--- src/rtl/serial_word_feeder_if.sv ---
// Word handshake between a word producer and the serial_word_feeder.
// The producer drives data_i/valid_i; the feeder answers with ready_o.
interface serial_word_feeder_if #(
   parameter int WIDTH = 36
);
   logic [WIDTH-1:0] data_i;
   logic             valid_i;
   logic             ready_o;

   // Word producer side
   modport master (
      output data_i,
      output valid_i,
      input  ready_o
   );

   // Feeder side
   modport slave (
      input  data_i,
      input  valid_i,
      output ready_o
   );
endinterface

--- src/rtl/serial_word_feeder.sv ---
// Parallel-to-serial front end for the bit-serial sequence detector.
// Words arrive over a valid/ready handshake into a one-word pending buffer,
// move into the shifter when it is free, and leave one bit per clock on x_o.
// The pending buffer refills while a word is shifting, so consecutive words
// stream without an idle cycle. stall_i freezes shifter and bit counter
// without dropping a bit.
module serial_word_feeder #(
   parameter int WIDTH     = 36,   // bits per word, WIDTH >= 2
   parameter bit MSB_FIRST = 1'b1, // 1: bit WIDTH-1 leaves first
   parameter int CNT_W     = 16    // width of the sent-word counter
) (
   input  logic                 clk,
   input  logic                 reset,        // async, active low
   serial_word_feeder_if.slave  bus,
   input  logic                 stall_i,
   output logic                 x_o,
   output logic                 x_valid_o,
   output logic                 sow_o,
   output logic                 eow_o,
   output logic                 busy_o,
   output logic [CNT_W-1:0]     words_sent_o
);

   // Bit counter must hold WIDTH itself (a freshly loaded word).
   localparam int CW = $clog2(WIDTH + 1);
   localparam logic [CW-1:0] CNT_ZERO = CW'(0);
   localparam logic [CW-1:0] CNT_ONE  = CW'(1);
   localparam logic [CW-1:0] CNT_FULL = CW'(WIDTH);

   typedef enum logic [0:0] {
      IDLE  = 1'b0,
      SHIFT = 1'b1
   } state_t;

   state_t              state_r,      state_n;
   logic [WIDTH-1:0]    sh_r,         sh_n;
   logic [CW-1:0]       cnt_r,        cnt_n;
   logic [WIDTH-1:0]    pend_r,       pend_n;
   logic                pend_valid_r, pend_valid_n;
   logic [CNT_W-1:0]    words_r,      words_n;

   logic                accept_s;
   logic                last_bit_s;
   logic                move_s;

   // Advance the shifter one place toward the output end, zero-filling
   // the vacated end so no stale or unknown bit ever reaches x_o.
   function automatic logic [WIDTH-1:0] shift_word(input logic [WIDTH-1:0] w);
      logic [WIDTH-1:0] r;
      if (MSB_FIRST) begin
         r = {w[WIDTH-2:0], 1'b0};
      end else begin
         r = {1'b0, w[WIDTH-1:1]};
      end
      return r;
   endfunction

   // The bit currently presented at the output end of the shifter.
   function automatic logic out_bit(input logic [WIDTH-1:0] w);
      logic b;
      if (MSB_FIRST) begin
         b = w[WIDTH-1];
      end else begin
         b = w[0];
      end
      return b;
   endfunction

   // ready depends on registered state only, so there is no path from valid.
   assign bus.ready_o  = !pend_valid_r;
   assign accept_s     = bus.valid_i && !pend_valid_r;
   assign last_bit_s   = (state_r == SHIFT) && !stall_i && (cnt_r == CNT_ONE);
   // The pending word moves into the shifter only while the buffer is full,
   // and a new word is accepted only while it is empty: the two never meet.
   assign move_s       = pend_valid_r && ((state_r == IDLE) || last_bit_s);
   assign words_sent_o = words_r;

   // State, shifter, bit counter and sent-word counter next-state logic.
   always_comb begin
      state_n = state_r;
      sh_n    = sh_r;
      cnt_n   = cnt_r;
      words_n = words_r;
      case (state_r)
         IDLE: begin
            if (pend_valid_r) begin
               sh_n    = pend_r;
               cnt_n   = CNT_FULL;
               state_n = SHIFT;
            end else begin
               sh_n    = {WIDTH{1'b0}};
               cnt_n   = CNT_ZERO;
               state_n = IDLE;
            end
         end
         SHIFT: begin
            if (stall_i) begin
               state_n = SHIFT;
            end else if (cnt_r == CNT_ONE) begin
               words_n = words_r + CNT_W'(1);
               if (pend_valid_r) begin
                  // Reload immediately so the next word follows with no gap.
                  sh_n    = pend_r;
                  cnt_n   = CNT_FULL;
                  state_n = SHIFT;
               end else begin
                  sh_n    = {WIDTH{1'b0}};
                  cnt_n   = CNT_ZERO;
                  state_n = IDLE;
               end
            end else begin
               sh_n    = shift_word(sh_r);
               cnt_n   = cnt_r - CNT_ONE;
               state_n = SHIFT;
            end
         end
         default: begin
            sh_n    = {WIDTH{1'b0}};
            cnt_n   = CNT_ZERO;
            state_n = IDLE;
         end
      endcase
   end

   // Pending buffer: fill on a handshake, empty when its word moves on.
   always_comb begin
      pend_n       = pend_r;
      pend_valid_n = pend_valid_r;
      if (accept_s) begin
         pend_n       = bus.data_i;
         pend_valid_n = 1'b1;
      end else if (move_s) begin
         pend_valid_n = 1'b0;
      end else begin
         pend_valid_n = pend_valid_r;
      end
   end

   // State registers; reset drops any in-flight and pending word.
   always_ff @(posedge clk or negedge reset) begin
      if (!reset) begin
         state_r      <= IDLE;
         sh_r         <= {WIDTH{1'b0}};
         cnt_r        <= CNT_ZERO;
         pend_r       <= {WIDTH{1'b0}};
         pend_valid_r <= 1'b0;
         words_r      <= {CNT_W{1'b0}};
      end else begin
         state_r      <= state_n;
         sh_r         <= sh_n;
         cnt_r        <= cnt_n;
         pend_r       <= pend_n;
         pend_valid_r <= pend_valid_n;
         words_r      <= words_n;
      end
   end

   // Serial outputs decoded from registered state; a stall only masks valid,
   // the presented bit is held so the detector sees it again once released.
   always_comb begin
      x_valid_o = 1'b0;
      x_o       = 1'b0;
      if (state_r == SHIFT) begin
         x_valid_o = !stall_i;
         x_o       = out_bit(sh_r);
      end else begin
         x_valid_o = 1'b0;
         x_o       = 1'b0;
      end
      sow_o  = x_valid_o && (cnt_r == CNT_FULL);
      eow_o  = x_valid_o && (cnt_r == CNT_ONE);
      busy_o = (state_r == SHIFT) || pend_valid_r;
   end

endmodule
--- src/flat_wrapper.sv ---
// flat-port wrapper written by rule: the top's interface ports become plain ports
module serial_word_feeder_flat 
#(
   parameter int WIDTH     = 36,                               
   parameter bit MSB_FIRST = 1'b1,                               
   parameter int CNT_W     = 16                                     
)
  (clk, reset, stall_i, x_o, x_valid_o, sow_o, eow_o, busy_o, words_sent_o, bus_data_i, bus_valid_i, bus_ready_o);
  serial_word_feeder_if #(.WIDTH(WIDTH)) bus_i ();
  input  logic clk;
  input  logic reset;
  input  logic stall_i;
  output logic x_o;
  output logic x_valid_o;
  output logic sow_o;
  output logic eow_o;
  output logic busy_o;
  output logic [CNT_W-1:0] words_sent_o;
  input wire logic [$bits(bus_i.data_i)-1:0] bus_data_i;
  input wire logic [$bits(bus_i.valid_i)-1:0] bus_valid_i;
  output wire logic [$bits(bus_i.ready_o)-1:0] bus_ready_o;
  assign bus_i.data_i = bus_data_i;
  assign bus_i.valid_i = bus_valid_i;
  assign bus_ready_o = bus_i.ready_o;
  serial_word_feeder #(.WIDTH(WIDTH), .MSB_FIRST(MSB_FIRST), .CNT_W(CNT_W)) u_core (.clk(clk), .reset(reset), .bus(bus_i), .stall_i(stall_i), .x_o(x_o), .x_valid_o(x_valid_o), .sow_o(sow_o), .eow_o(eow_o), .busy_o(busy_o), .words_sent_o(words_sent_o));
endmodule
--- config.mk ---
export PLATFORM = sky130hd
export DESIGN_NAME = serial_word_feeder_flat
export DESIGN_NICKNAME = d
export VERILOG_FILES = /design/src/rtl/serial_word_feeder_if.sv /design/src/rtl/serial_word_feeder.sv /design/src/flat_wrapper.sv
export SDC_FILE = /design/constraint.sdc
export NUM_CORES = 1
export LEC_CHECK = 0
export BUFFER_PORTS_ARGS = -buffer_cell sky130_fd_sc_hd__clkbuf_2
export CAP_MARGIN = 40
export CORE_ASPECT_RATIO = 1.4
export CORE_UTILIZATION = 35
export CTS_CLUSTER_DIAMETER = 80
export DETAILED_ROUTE_END_ITERATION = 6
export SLEW_MARGIN = 20
export SYNTH_ARGS = -nofsm -noshare
export SYNTH_HDL_FRONTEND = slang
export SYNTH_SLANG_ARGS = --single-unit
--- constraint.sdc ---
create_clock -name clk -period 1.7 [get_ports clk]
set_input_delay 0.34 -clock clk [delete_from_list [all_inputs] [get_ports clk]]
set_output_delay 0.34 -clock clk [all_outputs]
set_load 0.01 [all_outputs]
## After elaboration in Yosys (flattened, before gate mapping)

Cells that the tools add are included.
W data, S select, Z words.

| storage, ports and cells | value |
|---|---|
| flip-flop bits (word level) | 96 |
| input bits | 40 |
| output and inout bits | 22 |
| word-level logic and storage cells | 41 |

| cells by class | value |
|---|---|
| $add $sub $neg | 2 |
| equal/unequal tests | 3 |
| mux-type cells | 16 |
| bitwise gates (word level) | 2 |
| reductions and logical operators | 12 |

Operator list:

| operator | count |
|---|---|
| $mux W36 | 3 |
| $pmux W36 S2 | 1 |
| $mux W6 | 3 |
| $add A16 B1 Y16 const B | 1 |
| $pmux W6 S2 | 1 |
| $mux W1 | 7 |
| $eq A6 B1 Y1 const B | 1 |
| $eq A6 B6 Y1 const B | 1 |
| $logic_and A1 B1 Y1 | 6 |
| $sub A6 B1 Y6 const B | 1 |
| $reduce_and A3 Y1 | 1 |
| $logic_not A1 Y1 | 2 |
| $logic_or A1 B1 Y1 | 2 |
| $ne A2 B2 Y1 const B | 1 |
| $not A1 Y1 | 2 |
| $pmux W1 S2 | 1 |
| $reduce_bool A2 Y1 | 1 |

## Depth between registers and ports, before layout

| logic depth | value |
|---|---|
| depth in word-level cells | 7 |
| mapped depth | 7 |
| depth with buffers taken out | 6 |

## Least setup slack after synthesis

OpenSTA, ideal clock, no wires.

| timing | value |
|---|---|
| kind | register to register |
| start point | register u_core.cnt_r[1] |
| end point | register u_core.words_r[1] (netlist: u_core.words_sent_o[1]) |
| data arrival time | 1.743 ns |
| required time | 1.575 ns |
| setup slack | -0.168 ns |
| cell stages (with the launch flop) | 7 |
| clock period less this slack | 1.868 ns |
| path through | dfrtp_1 > inv_1 > ha_1 > nor4bb_1 > and2_1 > clkbuf_1 > mux2_2 |

| between the ends | value |
|---|---|
| word-level cells in the longest chain between the ends | 2 |

Ends and longest elaborated chain:

| element | line | RTL |
|---|---|---|
| from (decl) | serial_word_feeder.sv:37 | `logic [CW-1:0] cnt_r, cnt_n;` |
| from (signal assigned) | serial_word_feeder.sv:151 | `cnt_r <= cnt_n;` |
| $eq A6 B1 Y1 | serial_word_feeder.sv:99 | `end else if (cnt_r == CNT_ONE) begin` |
| $reduce_and A3 Y1 (no source line) | - |  |
| to (signal assigned) | serial_word_feeder.sv:147 | `words_r <= {CNT_W{1'b0}};` |
| to (signal assigned) | serial_word_feeder.sv:154 | `words_r <= words_n;` |
| to (decl) | serial_word_feeder.sv:40 | `logic [CNT_W-1:0] words_r, words_n;` |

Every way passes these cells.
A chain may end at the register's enable or synchronous reset.

## Worst setup path in the final report

| timing | value |
|---|---|
| start point | register u_core.cnt_r[1] |
| end point | output eow_o |

| between the ends | value |
|---|---|
| word-level cells in the longest chain between the ends | 2 |

Ends and longest elaborated chain:

| element | line | RTL |
|---|---|---|
| $eq A6 B1 Y1 | serial_word_feeder.sv:171 | `eow_o = x_valid_o && (cnt_r == CNT_ONE);` |
| $logic_and A1 B1 Y1 | serial_word_feeder.sv:171 |  |
| to (decl) | flat_wrapper.sv:16 | `output logic eow_o;` |

Every way passes these cells.

==> summary.txt <==
Worst-path clk slew: 0.07 ns
Register area share after synthesis: 58.3%
Post-DP HPWL: 5.51 mm
Final WS setup: -0.170 ns
R2R setup slack: -0.16 ns
Post-synth top area share: 58.3%
Clk root buf: clkbuf_16
Clock sink total: 96
Leak: 2.80 nW
Switching power: 2.39 mW
Worst skew pair latency: 0.34 ns
First-pass GRT wire length: 13.9 mm
Peak per-stage delay on the critical path: 0.40 ns
Sequential power share: 44.7%
Commonest non-fill, non-tap cells in the layout: 96 x dfrtp_1, 58 x clkbuf_2, 39 x mux2_2
H-Tree Depth: 3
Crit. End Element: output port
Via count: 2863
Vias in the first global route: 2857
# Max-Cap Violations: 0
Buf/Inv on CP: 2
Post-route insts no fill: 563
Final Hold Fails: 0
Buffers added on ports: 61
Via density: 5.09
Final Instance Area: 5400 um^2
Diode count: 0
Required @ worst endpoint: 1.36 ns
Cts hold-fix bufs: 0
Die ar.: 12200 um^2
Worst-margin pin slew: 0.517 ns
Post-Syn Area per Cell: 13.0 um^2
CP Launch Type: flip-flop
Final nets: 458
Synthesis Warnings: 0
Yosys top cell by area: dfrtp_1
Gpl congestion: 0.803
Hold WS: 0.0293 ns
Crit path DAT: 1.53 ns
Clock Power Share: 25.9%
Post-synth cell types: 34
CP max-delay cell: dfrtp_1
1st-pass router iterations: 4
Dpl cells: 528
Setup violators final: 41
Hold Crit Class: in -> async
Critical-path cell list: inv_2 > ha_2 > nor4bb_4 > and2_4 > buf_6
Final ANT Viol Nets: 0
Post-Syn Instances: 317
Cell-internal power: 5.97 mW
Failing checks: setup timing
Gr ovfl total: 0
Skew final: 0.00589 ns
Status: complete, but fails checks
Slew HR: 65.6%
RSZ-0062 raised after global routing: yes
Logic gate share of total power: 29.4%
CTS Buf Count: 9
CTS tree: done
WL final: 9.04 mm
DRC: 0
Ratio of cells with drive above 1 in the final layout: 44.9%
Fin. max-slew vios: 0
Layout area overhead: 31.1%
Drt initial violations: 214
WL per Instance: 16.0 um
Pin count of the biggest net entering global routing: 97
Initial Util: 36.2%
Commonest non-fill, non-tap cell in the layout: dfrtp_1
CORE AREA: 11400 um^2
Die H: 130 um
# fillers: 1041
Min Clock Period, post-route: 1.87 ns
Crit path kind: reg -> out
Tcrit/Tclk final: 110%
Peak supply drop: 0.719 mV
Post-DP Area: 4760 um^2
Clock Tree Buf Depth: 2
Max FO, Critical Path: 3
Syn Std Cell Area: 4120 um^2
Initial antenna violation count: 0
CP delay by family, top: simple AND/OR/NAND/NOR gates
Register bit total from synthesis: 96
Maximum clock frequency: 535 MHz
Rows: 46
Gr usage total: 14.7%
Die X: 93.7 um
Switching share of power: 28.6%
Largest cells by area after synthesis: dfrtp_1 58%, mux2_2 11%, a22o_1 7.6%
Syn_nets: 361
Pwr Density: 1550 nW/um^2
Boundary pin count: 62
[per-stage QoR]
step / util, % / power (mW) / setup TNS (ns) / worst slack (ns)
2_1_floorplan: - / 5.11 / -0.920 / -0.0324
3_3_place_gp: 41.8 / 5.79 / -0.00885 / -0.00885
3_5_place_dp: 41.8 / 5.88 / -0.173 / -0.0373
4_1_cts: 45.3 / 8.19 / -3.56 / -0.182
5_1_grt: 47.4 / 8.86 / -8.82 / -0.246
6_report: 47.4 / 8.36 / -5.26 / -0.170
[power by group through the flow]
stage	logic (mW)	registers (mW)	clock network (mW)
5_1_grt	2.71	3.85	2.30
2_1_floorplan	1.50	3.61	0
3_5_place_dp	2.12	3.77	0
3_3_place_gp	2.05	3.74	0
4_1_cts	2.24	3.74	2.21
6_report	2.46	3.74	2.16
[cell type report]
type                            instances  area [um^2]  area share, %
Clock buffer                            9          225           4.17
Clock inverter                          7         95.1           1.76
Inverter                                5         18.8          0.347
Multi-Input combinational cell        199         1770           32.8
Sequential cell                        96         2400           44.5
Tap cell                              144          180           3.33
Timing Repair Buffer                  103          712           13.2
[state kept, by name, indices dropped and copies added, names as in the netlist]
signal,cells
u_core.words_sent_o,16
u_core.state_r,1
u_core.sh_r,36
u_core.pend_valid_r,1
u_core.cnt_r,6
u_core.pend_r,36
[cell families after synthesis]
| group | count (synthesis) | synth area share (%) |
|---|---|---|
| XOR/XNOR | 16 | 3.40 |
| AND/OR/NAND/NOR | 56 | 7.44 |
| buffers and inverters | 22 | 2.55 |
| adder cells (fa/ha/maj) | 4 | 1.21 |
| AO/OA/AOI/OAI | 84 | 16.5 |
| multiplexers | 39 | 10.7 |
| flip-flops | 96 | 58.3 |
[synth_stat cells]
cell type and instances:
xnor2_1 6, nor4b_1 1, a21o_1 37, and3_1 1, a2111o_1 1, xor2_1 10, and2_1 4, a22oi_1 2
nand2b_1 1, a21oi_4 1, inv_1 5, nor3b_1 1, mux2_2 39, nor2b_1 3, a31oi_1 2, dfrtp_1 96
a21boi_2 1, nand2_1 10, nor3_1 8, nor4bb_1 1, nor2_1 9, buf_1 2, nand3_1 7, ha_1 4
or2_2 1, a22o_1 36, nor4_1 1, clkbuf_1 12, buf_6 3, or3_1 2, and4_1 2, nand4_1 2
or3_4 2, o21ai_0 4
[path summary, 6_finish.rpt]
| kind | endpoint | from | cells after the start |
|---|---|---|---|
| worst max-delay path | eow_o | u_core.cnt_r[1] | 5 |
| worst min-delay path | u_core.words_sent_o[11] | reset | 2 |
| worst max register to register | u_core.sh_r[25] | u_core.cnt_r[1] | 8 |
| worst min register to register | u_core.sh_r[34] | u_core.pend_r[34] | 1 |
| max in group asynchronous | u_core.pend_r[26] | reset | 2 |
| min in group clk | u_core.pend_r[15] | bus_data_i[15] | 2 |
[worst reg2reg max path: stages (launching register included)]
cell,delay [ns]
dfrtp_1,0.40
inv_2,0.07
ha_2,0.17
buf_4,0.13
nand2b_4,0.06
or3_4,0.39
a21oi_4,0.25
buf_12,0.21
a21o_1,0.14
[per-layer routing]
| metal | vias to the layer above | track usage, % | wire length (um) |
|---|---|---|---|
| met5 | - | 0 | 0 |
| met4 | 0 | 5.79 | 157 |
| met3 | 14 | 3.36 | 244 |
| met2 | 48 | 25.1 | 4760 |
| met1 | 1451 | 18.0 | 3870 |
| li1 | 1350 | - | - |
[what timing repair did]
item / in CTS / in global routing
resized for setup: 11 / 25
gates cloned: 0 / 3
buffers inserted: 5 / 11
pin swaps: 4 / 6
endpoints found under the setup margin: 47 / 56
Power figures use the tool's default switching activity.
